**src/rtl/spi_slave_reg_bridge_pkg.sv**
```systemverilog
// spi_slave_reg_bridge_pkg: shared state encodings, protocol constants and helpers
package spi_slave_reg_bridge_pkg;
    typedef enum logic [2:0] {IDLE, CMD, WR_DATA, RD_FETCH, RD_CAP, RD_WAIT} state_t;
    localparam int CMD_RW_BIT = 7;
    localparam logic [3:0] ERR_CNT_MAX = 4'd15;
    function automatic logic [3:0] sat_inc(input logic [3:0] v);
        return (v == ERR_CNT_MAX) ? v : v + 4'd1;
    endfunction
endpackage

```
**src/rtl/spi_slave_reg_bridge_sync.sv**
```systemverilog
// spi_sync_ff: multi-flop synchronizer bringing an async level into the PCLK domain
module spi_sync_ff #(
    parameter int STAGES = 2
) (
    input  logic PCLK,
    input  logic PRESETn,
    input  logic d,
    output logic q
);
    logic [STAGES-1:0] sync_q, sync_d;
    always_comb sync_d = {sync_q[STAGES-2:0], d};
    always_ff @(posedge PCLK or negedge PRESETn)
        if (!PRESETn) sync_q <= '0;
        else sync_q <= sync_d;
    assign q = sync_q[STAGES-1];
endmodule

```
**src/rtl/spi_slave_reg_bridge.sv**
```systemverilog
// spi_slave_reg_bridge: decodes SPI command bytes into register-bus reads/writes in PCLK domain
// and returns read data to the SCK-side shifter as TX_DATA plus a SPI_RDY load strobe.
module spi_slave_reg_bridge
    import spi_slave_reg_bridge_pkg::*;
#(
    parameter int ADDR_W      = 7,
    parameter int DATA_W      = 8,
    parameter int SYNC_STAGES = 2,
    parameter int RDY_CYCLES  = 2
) (
    input  logic              PCLK,
    input  logic              PRESETn,
    input  logic              SS,
    input  logic [DATA_W-1:0] RX_BYTE,
    input  logic              RX_TOGGLE,
    output logic [DATA_W-1:0] TX_DATA,
    output logic              SPI_RDY,
    output logic [ADDR_W-1:0] REG_ADDR,
    output logic [DATA_W-1:0] REG_WDATA,
    output logic              REG_WR,
    output logic              REG_RD,
    input  logic [DATA_W-1:0] REG_RDATA,
    output logic              BUSY,
    output logic [3:0]        ERR_CNT
);
    localparam int CW = $clog2(RDY_CYCLES + 1);
    logic ss_s, tog_s, evt_raw;
    state_t state_q, state_d;
    logic [ADDR_W-1:0] addr_q, addr_d, reg_addr_q, reg_addr_d;
    logic [DATA_W-1:0] rx_q, rx_d, tx_q, tx_d, reg_wdata_q, reg_wdata_d;
    logic [CW-1:0] rdy_cnt_q, rdy_cnt_d;
    logic [3:0] err_q, err_d;
    logic tog_prev_q, tog_prev_d, evt_q, evt_d, ss_q, ss_d, got_q, got_d;
    logic spi_rdy_q, spi_rdy_d, reg_wr_q, reg_wr_d, reg_rd_q, reg_rd_d;

    spi_sync_ff #(.STAGES(SYNC_STAGES)) u_sync_ss  (.PCLK(PCLK), .PRESETn(PRESETn), .d(SS),        .q(ss_s));
    spi_sync_ff #(.STAGES(SYNC_STAGES)) u_sync_tog (.PCLK(PCLK), .PRESETn(PRESETn), .d(RX_TOGGLE), .q(tog_s));

    always_comb begin
        evt_raw     = tog_s != tog_prev_q;
        tog_prev_d  = tog_s;
        evt_d       = evt_raw;
        ss_d        = ss_s;
        rx_d        = evt_raw ? RX_BYTE : rx_q;
        state_d     = state_q;
        addr_d      = addr_q;
        reg_addr_d  = reg_addr_q;
        reg_wdata_d = reg_wdata_q;
        tx_d        = tx_q;
        err_d       = err_q;
        got_d       = got_q;
        reg_wr_d    = 1'b0;
        reg_rd_d    = 1'b0;
        spi_rdy_d   = (state_q == RD_CAP) || (spi_rdy_q && rdy_cnt_q != '0);
        rdy_cnt_d   = (state_q == RD_CAP) ? CW'(RDY_CYCLES - 1) :
                      (rdy_cnt_q != '0) ? rdy_cnt_q - 1'b1 : rdy_cnt_q;
        // frame end wins over a same-cycle byte event; strobes already issued still complete
        if (state_q != IDLE && ss_q) begin
            state_d   = IDLE;
            spi_rdy_d = 1'b0;
            rdy_cnt_d = '0;
            if ((state_q == WR_DATA && !got_q) || state_q == RD_FETCH || state_q == RD_CAP)
                err_d = sat_inc(err_q);
        end else begin
            case (state_q)
                IDLE: state_d = ss_q ? IDLE : CMD;
                CMD: if (evt_q) begin
                    addr_d   = rx_q[ADDR_W-1:0];
                    got_d    = 1'b0;
                    state_d  = rx_q[CMD_RW_BIT] ? RD_FETCH : WR_DATA;
                    reg_rd_d = rx_q[CMD_RW_BIT];
                    reg_addr_d = rx_q[CMD_RW_BIT] ? rx_q[ADDR_W-1:0] : reg_addr_q;
                end
                WR_DATA: if (evt_q) begin
                    reg_wr_d    = 1'b1;
                    reg_addr_d  = addr_q;
                    reg_wdata_d = rx_q;
                    addr_d      = addr_q + 1'b1;
                    got_d       = 1'b1;
                end
                RD_FETCH: begin
                    state_d = RD_CAP;
                    err_d   = evt_q ? sat_inc(err_q) : err_q;
                end
                RD_CAP: begin
                    state_d = RD_WAIT;
                    tx_d    = REG_RDATA;
                    err_d   = evt_q ? sat_inc(err_q) : err_q;
                end
                RD_WAIT: if (evt_q) begin
                    addr_d     = addr_q + 1'b1;
                    reg_addr_d = addr_q + 1'b1;
                    reg_rd_d   = 1'b1;
                    state_d    = RD_FETCH;
                end
                default: state_d = IDLE;
            endcase
        end
    end

    always_ff @(posedge PCLK or negedge PRESETn)
        if (!PRESETn) begin
            state_q     <= IDLE;
            addr_q      <= '0;
            reg_addr_q  <= '0;
            reg_wdata_q <= '0;
            rx_q        <= '0;
            tx_q        <= '0;
            rdy_cnt_q   <= '0;
            err_q       <= '0;
            tog_prev_q  <= 1'b0;
            evt_q       <= 1'b0;
            ss_q        <= 1'b0;
            got_q       <= 1'b0;
            spi_rdy_q   <= 1'b0;
            reg_wr_q    <= 1'b0;
            reg_rd_q    <= 1'b0;
        end else begin
            state_q     <= state_d;
            addr_q      <= addr_d;
            reg_addr_q  <= reg_addr_d;
            reg_wdata_q <= reg_wdata_d;
            rx_q        <= rx_d;
            tx_q        <= tx_d;
            rdy_cnt_q   <= rdy_cnt_d;
            err_q       <= err_d;
            tog_prev_q  <= tog_prev_d;
            evt_q       <= evt_d;
            ss_q        <= ss_d;
            got_q       <= got_d;
            spi_rdy_q   <= spi_rdy_d;
            reg_wr_q    <= reg_wr_d;
            reg_rd_q    <= reg_rd_d;
        end

    assign TX_DATA   = tx_q;
    assign SPI_RDY   = spi_rdy_q;
    assign REG_ADDR  = reg_addr_q;
    assign REG_WDATA = reg_wdata_q;
    assign REG_WR    = reg_wr_q;
    assign REG_RD    = reg_rd_q;
    assign BUSY      = state_q != IDLE;
    assign ERR_CNT   = err_q;
endmodule

```
**config.mk**
```make
export PLATFORM = sky130hd
export DESIGN_NAME = spi_slave_reg_bridge
export DESIGN_NICKNAME = d
export VERILOG_FILES = /design/src/rtl/spi_slave_reg_bridge_pkg.sv /design/src/rtl/spi_slave_reg_bridge_sync.sv /design/src/rtl/spi_slave_reg_bridge.sv
export SDC_FILE = /design/constraint.sdc
export NUM_CORES = 1
export LEC_CHECK = 0
export CORE_MARGIN = 4
export CORE_UTILIZATION = 55
export DETAILED_ROUTE_END_ITERATION = 12
export GPL_TIMING_DRIVEN = 0
export PLACE_DENSITY = 0.93
export SYNTH_ARGS = -nofsm -noshare
export SYNTH_HDL_FRONTEND = slang
export SYNTH_SLANG_ARGS = --single-unit
```
**constraint.sdc**
```tcl
create_clock -name PCLK -period 3.5 [get_ports PCLK]
set_clock_uncertainty 0.2 [all_clocks]
set_input_delay 0.35 -clock PCLK [delete_from_list [all_inputs] [get_ports PCLK]]
set_output_delay 0.35 -clock PCLK [all_outputs]
set_load 0.02 [all_outputs]
```
* Word level (Yosys, flattened, before mapping)
Cells that the tools add are included.
** Storage, ports and cells
- Register bits after elaboration :: 58
- Input port bits :: 20
- Output and inout port bits :: 31
- Logic and storage cells :: 93
** Cells by class
- Add/subtract/negate cells :: 3
- Eq/ne operators :: 16
- Muxes and demuxes :: 31
- Bitwise operators :: 1
- Reduce and logical (&&, ||, !) cells :: 25
** Operators with widths (number)
- 2-to-1 mux 7 bit :: 5
- case mux 7 bit (3 select lines) :: 1
- 2-to-1 mux 4 bit :: 5
- case mux 3 bit (6 select lines) :: 1
- case mux 7 bit (2 select lines) :: 1
- 2-to-1 mux 1 bit :: 10
- != test 2 bit, second input constant :: 5
- nonzero test 2 bit :: 5
- 2-to-1 mux 3 bit :: 3
- AND reduction 3 bit :: 3
- nonzero test 3 bit :: 3
- AND reduction 4 bit :: 2
- adder 7 x 1 -> 7 bit, second input constant :: 1
- == test 3 x 2 -> 1 bit, second input constant :: 2
- == test 3 bit, second input constant :: 2
- 2-to-1 mux 2 bit :: 3
- != test 3 bit, second input constant :: 2
- AND reduction 6 bit :: 1
- adder 4 x 1 -> 4 bit, second input constant :: 1
- == test 4 bit, second input constant :: 1
- != test 2 x 1 -> 1 bit, second input constant :: 2
- case mux 1 bit (2 select lines) :: 2
- OR reduction 2 bit :: 2
- == test 3 x 1 -> 1 bit, second input constant :: 1
- other kinds (8) :: 12

* Depth between registers and ports, before layout
Gate-level depths: netlist (run 1).
- Depth after elaboration :: 6
- Mapped depth :: 7
- Depth with buffers taken out :: 5

* Modules after synthesis
Synthesis (run 1) repeated with hierarchy kept, for this count alone.
** Unflattened totals
- Cell total of the unflattened synthesis :: 234
- Area, all modules :: 2755.1 µm²
** By module, submodules not included
- spi_slave_reg_bridge :: instances 1, cells an instance 230, area an instance 2655.0 µm², seq. area each 1351.3 µm²
- spi_sync_ff :: instances 2, cells an instance 2, area an instance 50.0 µm², seq. area each 50.0 µm²

* Least setup slack after synthesis (run 1)
Ideal clock, no wire load.
- Path kind :: flip-flop to flip-flop
- Start point :: register state_q[1]
- End point :: register tx_q[0] (netlist: TX_DATA[0])
- Library setup time :: 0.125 ns
- Arrival :: 1.533 ns
- Data required time :: 3.175 ns
- Setup slack :: 1.642 ns
- Stages on the path, launching flop included :: 5
- Path buffers :: 1
- Clock period less this slack :: 1.858 ns
- Cell sequence :: dfrtp_1 buf_4 or3b_4 nor2_2 mux2_2
** Between the ends
- Word-level cells in the longest chain between the ends :: 4
- Elaborated cells on any way between the ends :: 5
- Those cells by class :: eq/ne (1); bitwise (1); reduce/logical (3)
** Ends and longest elaborated chain
- start: declaration :: line spi_slave_reg_bridge.sv:28 : state_t state_q, state_d;
- start signal: assignment :: line spi_slave_reg_bridge.sv:119 : state_q <= state_d;
- nonzero test 3 bit :: line spi_slave_reg_bridge.sv:58 : if (state_q != IDLE && ss_q) begin
- logical AND 1 bit :: line spi_slave_reg_bridge.sv:58
- inverter 1 bit (no line)
- AND reduction 2 bit (no line) *
- end signal: assignment :: line spi_slave_reg_bridge.sv:124 : tx_q <= tx_d;
- end: declaration :: line spi_slave_reg_bridge.sv:30 : logic [DATA_W-1:0] rx_q, rx_d, tx_q, tx_d, reg_wdata_q, reg_wdata_d;
Every way passes the cells marked *; elsewhere a longest branch is shown, timed or not.
A chain may end at the register's enable or synchronous reset.

* Worst setup path after layout (run 1)
- Start point :: register state_q[1]
- End point :: output port BUSY
** Between the ends
- Word-level cells in the longest chain between the ends :: 1
** Ends and longest elaborated chain
- nonzero test 3 bit :: line spi_slave_reg_bridge.sv:142 : assign BUSY = state_q != IDLE;
- end: declaration :: line spi_slave_reg_bridge.sv:23 : output logic BUSY,
No other way between the ends.

==> impl_metrics.yaml, run 1 <==
timing:
  max_freq_mhz: 370
  report.final.slew_viol_count: 0
  tns_ns: 0
  fin_crit_ns: 2.71
  setup_ws_ns: 0.795
  setup_viol: 0
  hold_violations: 0
  timing.hold.ws_ns: 0.155
  worst_slew_pin_slew_ns: 0.874
  rsz0062_at_grt: "no"
  finalCritPeriodShare_pct: 77.3
  slew-limit-headroom_pct: 41.5
route:
  routedWlPerCell_um: 16.5
  wirelength_mm: 6.11
  vias: 2114
  route.antenna.remaining_nets: 0
  via_per_inst: 5.71
  drc_errors: 0
  drt-initial-drc-count: 200
  dr.pass1.iters: 4
floorplanning:
  die_y_um: 78.5
  start_util_pct: 57.5
  die_area_um2: 6160
  die_x_um: 78.5
  rows: 25
  core_um2: 4750
  ios: 51
critical_path:
  cp-start-kind: "flop"
  reg2reg_depth: 6
  crit_path_end_kind: "primary output"
  path_max_fanout: 10
  r2r_end: "addr_q[0]$_DFFE_PN0P_"
  criticalPathCategory: "flop to primary output"
  arrival_ns: 2.16
  critPathLaunch: "state_q[1]$_DFFE_PN0P_"
  cp.required_ns: 2.95
  crit_end: "BUSY"
  timing.rr.start: "state_q[1]$_DFFE_PN0P_"
  rrSetupSlack_ns: 1.44
synth:
  synth_nets: 259
  synthSimpleGateAreaFrac_pct: 11.6
  synth_xor_area_share_pct: 1.92
  muxShareOfSynthArea_pct: 15.8
  synth_top_family_by_area: "multiplexers"
  postSynthCellCount: 236
  syn_area_um2: 2730
  syn_area_per_cell_um2: 11.6
  synth_compound_area_share_pct: 13.3
  synth_adder_area_share_pct: 1.37
  synth-seq-cells: 58
  async_flop_share_pct: 100
  synthFlopType: "dfrtp_1"
  ys_warn_count: 0
  synth_edf_count: 0
  yosysUniqueCellTypes: 50
  yosysSeqAreaShare_pct: 53.1
pwr:
  ir_drop_mv: 0.566
  leakagePower_nw: 1.54
  power.total_mw: 2.72
  power.density_nw_per_um2: 760
clock_tree:
  cts_resized: 0
  h-tree-depth: 3
  post_cts_buffers: 0
  cts_buffer_depth: 2
  cts-buffers-inserted: 9
  clock-sinks: 58
  cts_tree: "yes"
  cts_hold_buf: 1
  cts-root-buf: "clkbuf_8"
  cts.clk_slew.worst_paths_ns: 0.07
  clock_latency_ns: 0.34
global_route:
  grt-ovfl-total: 0
  grt_antenna_before_repair: 0
  grt_max_degree: 42
  grt_pass1_wl_mm: 10.4
  grt_use_total_pct: 21.7
  grt_pass1_vias: 2113
placed_design:
  pre_cts_ws_ns: 1.18
  hpwlAfterDp_mm: 4.23
  place.gp.congestion: 0.946
  place_inst: 354
  io_buffers: 50
final_layout:
  nets: 322
  nFillCells: 301
  final_common_cell: "dfrtp_1"
  layout_common_cells: "dfrtp_1, clkdlybuf4s50_1, mux2_2, nand2_1"
  drive_gt1_share_pct: 21.1
  instances_no_fill: 370
  area_growth_pct: 31.1
  num_antenna_cells: 0
run:
  drv_cap: 0
worst_hold_path:
  holdCritStartpoint: "u_sync_ss.sync_q[0]$_DFF_PN0_"
  hold_class: "flop to flop"
run_status:
  status: "finished, final reports clean"
==> routing by layer <==
metal / GRT usage (%) / wire length (um) / up-vias
li1: - / - / 981
met1: 28.8 / 2670 / 1029
met2: 34.1 / 2930 / 89
met3: 4.36 / 368 / 15
met4: 10.7 / 134 / 0
met5: 0 / 0 / -
==> where the power goes <==
part           switching [mW]  internal (mW)  leakage (nW)
logic                   0.452          0.488         0.695
registers               0.165          0.873         0.723
clock network           0.259          0.487         0.118
==> worst min path at each step <==
stage / to / cells past startpoint
2_1_floorplan: ERR_CNT[0]$_DFFE_PN0P_ / 0
4_1_cts: u_sync_ss.sync_q[1]$_DFF_PN0_ / 0
3_3_place_gp: u_sync_tog.sync_q[1]$_DFF_PN0_ / 0
3_5_place_dp: TX_DATA[6]$_DFFE_PN0P_ / 1
6_report: u_sync_ss.sync_q[1]$_DFF_PN0_ / 0
5_1_grt: u_sync_tog.sync_q[1]$_DFF_PN0_ / 0
==> per-stage QoR <==
step,util [%],area [um2]
finish,75.4,3580
global route,75.4,3580
CTS,75.4,3580
detailed placement,70.1,3330
global placement,69.8,3320
floorplan,-,2730
==> registers in the layout (all words and copies together), names as in the netlist, 2 cells and up <==
name	flops
u_sync_ss.sync_q	2
u_sync_tog.sync_q	2
ERR_CNT	4
TX_DATA	8
REG_ADDR	7
rx_q	8
state_q	3
REG_WDATA	8
rdy_cnt_q	2
addr_q	7
==> synthesized netlist by cell type, drive strengths merged, types with 2 or more instances <==
library cell  count  share of area [%]
xor2              3               0.96
ha                3                1.4
mux2             33                 14
o211ai            3               0.82
nor2             11                1.6
or2               2               0.46
or3b              2               0.73
or3               2               0.46
a21boi            2               0.55
inv               6               0.82
o221ai            2               0.64
mux2i             6                2.2
or4               2               0.55
nand3b            2               0.55
dfrtp            58                 53
nor3              3               0.55
a221oi            2               0.64
clkbuf            4               0.55
o21ai            11                2.0
nand3             4               0.73
buf               8                1.6
nor2b             3               0.69
o2bb2ai           4                1.3
nand2b            5                1.1
nand2            18                2.6
o31ai             3               0.82
o22ai             4               0.92
o21bai            4                1.1
a211oi            2               0.55
a21oi             9                1.8
xnor2             3               0.96
==> area by class of cell <==
cell class | count | area [um2] | area share (%)
Sequential cell | 58 | 1450 | 40.5
Multi-Input combinational cell | 160 | 1200 | 33.6
Timing Repair Buffer | 52 | 526 | 14.7
Clock buffer | 10 | 138 | 3.84
Clock inverter | 5 | 103 | 2.86
Tap cell | 67 | 83.8 | 2.34
Buffer | 12 | 57.6 | 1.61
Inverter | 6 | 22.5 | 0.628
==> critical path, cell delays in order, from the launching register on <==
cell and delay, ns:
dfrtp_1 0.36, buf_4 0.16, clkbuf_1 0.25, or3_1 0.49, clkdlybuf4s50_1 0.56
==> kinds of logic (layout without fill, tap and decap cells) <==
| group | count (synthesis) | in the layout |
|---|---|---|
| xor+xnor | 6 | 6 |
| flops | 58 | 58 |
| mux | 39 | 39 |
| fa+ha+maj | 3 | 3 |
| buf+inv | 18 | 85 |
| simple gates | 59 | 59 |
| compound gates | 53 | 53 |
No activity file was read; power rests on OpenSTA's default activity.
==> run 2, diff against run 1 <==
- CORE_UTILIZATION: 55 -> 52
- PLACE_DENSITY: 0.93 -> 0.89
- clock period: 3.5 -> 2.7 ns (I/O delays scaled with it)
==> impl_metrics.yaml, run 2 (synthesized netlist as in run 1, its figures left out) <==
run_status:
  status: "finished, final reports clean"
critical_path:
  cp-start-kind: "flop"
  criticalPathCategory: "flop to primary output"
  path_buf_inv: 3
  arrival_ns: 2.11
  crit_path_end_kind: "primary output"
  cp.required_ns: 2.23
  cp_cell_sequence: "buf_4 > clkbuf_1 > or3_1 > clkdlybuf4s50_1"
  path_max_fanout: 10
  critPathTopFamily: "buffers and inverters"
  slowest_stage: "clkdlybuf4s50_1"
  critPathMaxStageDelay_ns: 0.56
timing:
  rsz0062_at_grt: "no"
  report.final.slew_viol_count: 0
  setup_viol: 0
  fin_crit_ns: 2.58
  worst_slew_pin_slew_ns: 0.850
  setup_ws_ns: 0.116
  slew-limit-headroom_pct: 43.1
  tns_ns: 0
  hold_violations: 0
  max_freq_mhz: 387
  finalCritPeriodShare_pct: 95.7
global_route:
  grt-ovfl-total: 0
  globalRouteMet1Util_pct: 27.0
  grt_pass1_vias: 1947
  grt_max_degree: 32
  top_usage_layer: "met2"
  grt_antenna_before_repair: 0
  grt_use_total_pct: 19.7
  grtUsageMet2_pct: 28.6
  grt_pass1_wl_mm: 9.54
  use_met3_pct: 4.26
clock_tree:
  cts_resized: 0
  cts-buffers-inserted: 9
  cts_tree: "yes"
  clock-sinks: 58
  cts.clk_slew.worst_paths_ns: 0.06
  cts_buffer_depth: 2
  h-tree-depth: 3
  clock_latency_ns: 0.34
  cts-root-buf: "clkbuf_8"
route:
  via_per_inst: 5.57
  drc_errors: 0
  route.antenna.remaining_nets: 0
  vias: 2077
  wirelength_mm: 5.60
  drt-initial-drc-count: 150
  routedWlPerCell_um: 15.0
  dr.pass1.iters: 4
final_layout:
  final_common_cell: "dfrtp_1"
  stdcell_area_um2: 3530
  drive_gt1_share_pct: 20.8
  seqCellArea_um2: 1450
  area_growth_pct: 29.2
  layout_common_cells: "dfrtp_1, clkdlybuf4s50_1, mux2_2, nand2_1"
  num_antenna_cells: 0
  multiInputGateArea_um2: 1200
  nets: 322
  nFillCells: 404
placed_design:
  io_buffers: 50
  place.gp.congestion: 0.870
  hpwlAfterDp_mm: 4.05
  pre_cts_ws_ns: 0.492
  placed_area_um2: 3340
pwr:
  power.total_mw: 3.29
  leakagePower_nw: 1.51
  ir_drop_mv: 0.649
  power.density_nw_per_um2: 932
floorplanning:
  start_util_pct: 53.5
  die_y_um: 80.5
  die_x_um: 80.5
  ios: 51
  rows: 26
  core_um2: 5110
  die_area_um2: 6480
worst_hold_path:
  hold_class: "flop to flop"
run:
  drv_cap: 0
==> run 2: cell types whose count changed in the layout (fill, tap and decap cells not counted) <==
cell,before,now
clkbuf_8,10,9
bufinv_16,3,1
clkinv_4,0,1
clkbuf_1,4,5
clkinv_2,1,2
==> run 2: layout make-up <==
cell class                 instances  area share (%)
sequential                        58            41.1
buffer                            12            1.63
multi-input combinational        160            34.1
clock buffer                      10            3.61
tap                               70            2.48
inverter                           6           0.638
clock inverter                     5            1.59
timing repair buffer              52            14.9
==> run 2: worst paths after layout <==
kind,startpoint,endpoint,slack (ns),cells past startpoint
min in group asynchronous,PRESETn,TX_DATA[4]$_DFFE_PN0P_,0.33,2
max in group asynchronous,PRESETn,addr_q[4]$_DFFE_PN0P_,1.38,3
min,u_sync_ss.sync_q[1]$_DFF_PN0_,ss_q$_DFF_PN0_,0.15,0
max reg2reg,state_q[1]$_DFFE_PN0P_,addr_q[0]$_DFFE_PN0P_,0.66,5
min reg2reg,u_sync_ss.sync_q[1]$_DFF_PN0_,ss_q$_DFF_PN0_,0.15,0
max,state_q[1]$_DFFE_PN0P_,BUSY,0.12,4
==> run 2: what timing repair did <==
action | 4_1_cts | 5_1_grt
setup endpoints to repair | 0 | 0
endpoints found under the hold margin | 30 | 0
buffers inserted | 0 | 0
hold buffers | 1 | 0
==> run 2: metal layers <==
layer	share of wire, %	vias up
li1	-	991
met2	46	62
met3	5.0	12
met4	2.8	0
met1	46	1012
met5	0	-
==> run 2: report_power, final <==
group	switching, mW	internal, mW
combinational	0.569	0.632
sequential	0.207	1.13
clock	0.332	0.419
total	1.11	2.18
==> run 2: through the flow <==
stage	hold slack, ns	utilization [%]	std cells
floorplan	-0.226	-	236
global placement	0.136	65.0	356
detailed placement	0.135	65.3	357
CTS	0.149	69.1	373
global route	0.151	69.1	373
finish	0.147	69.1	373
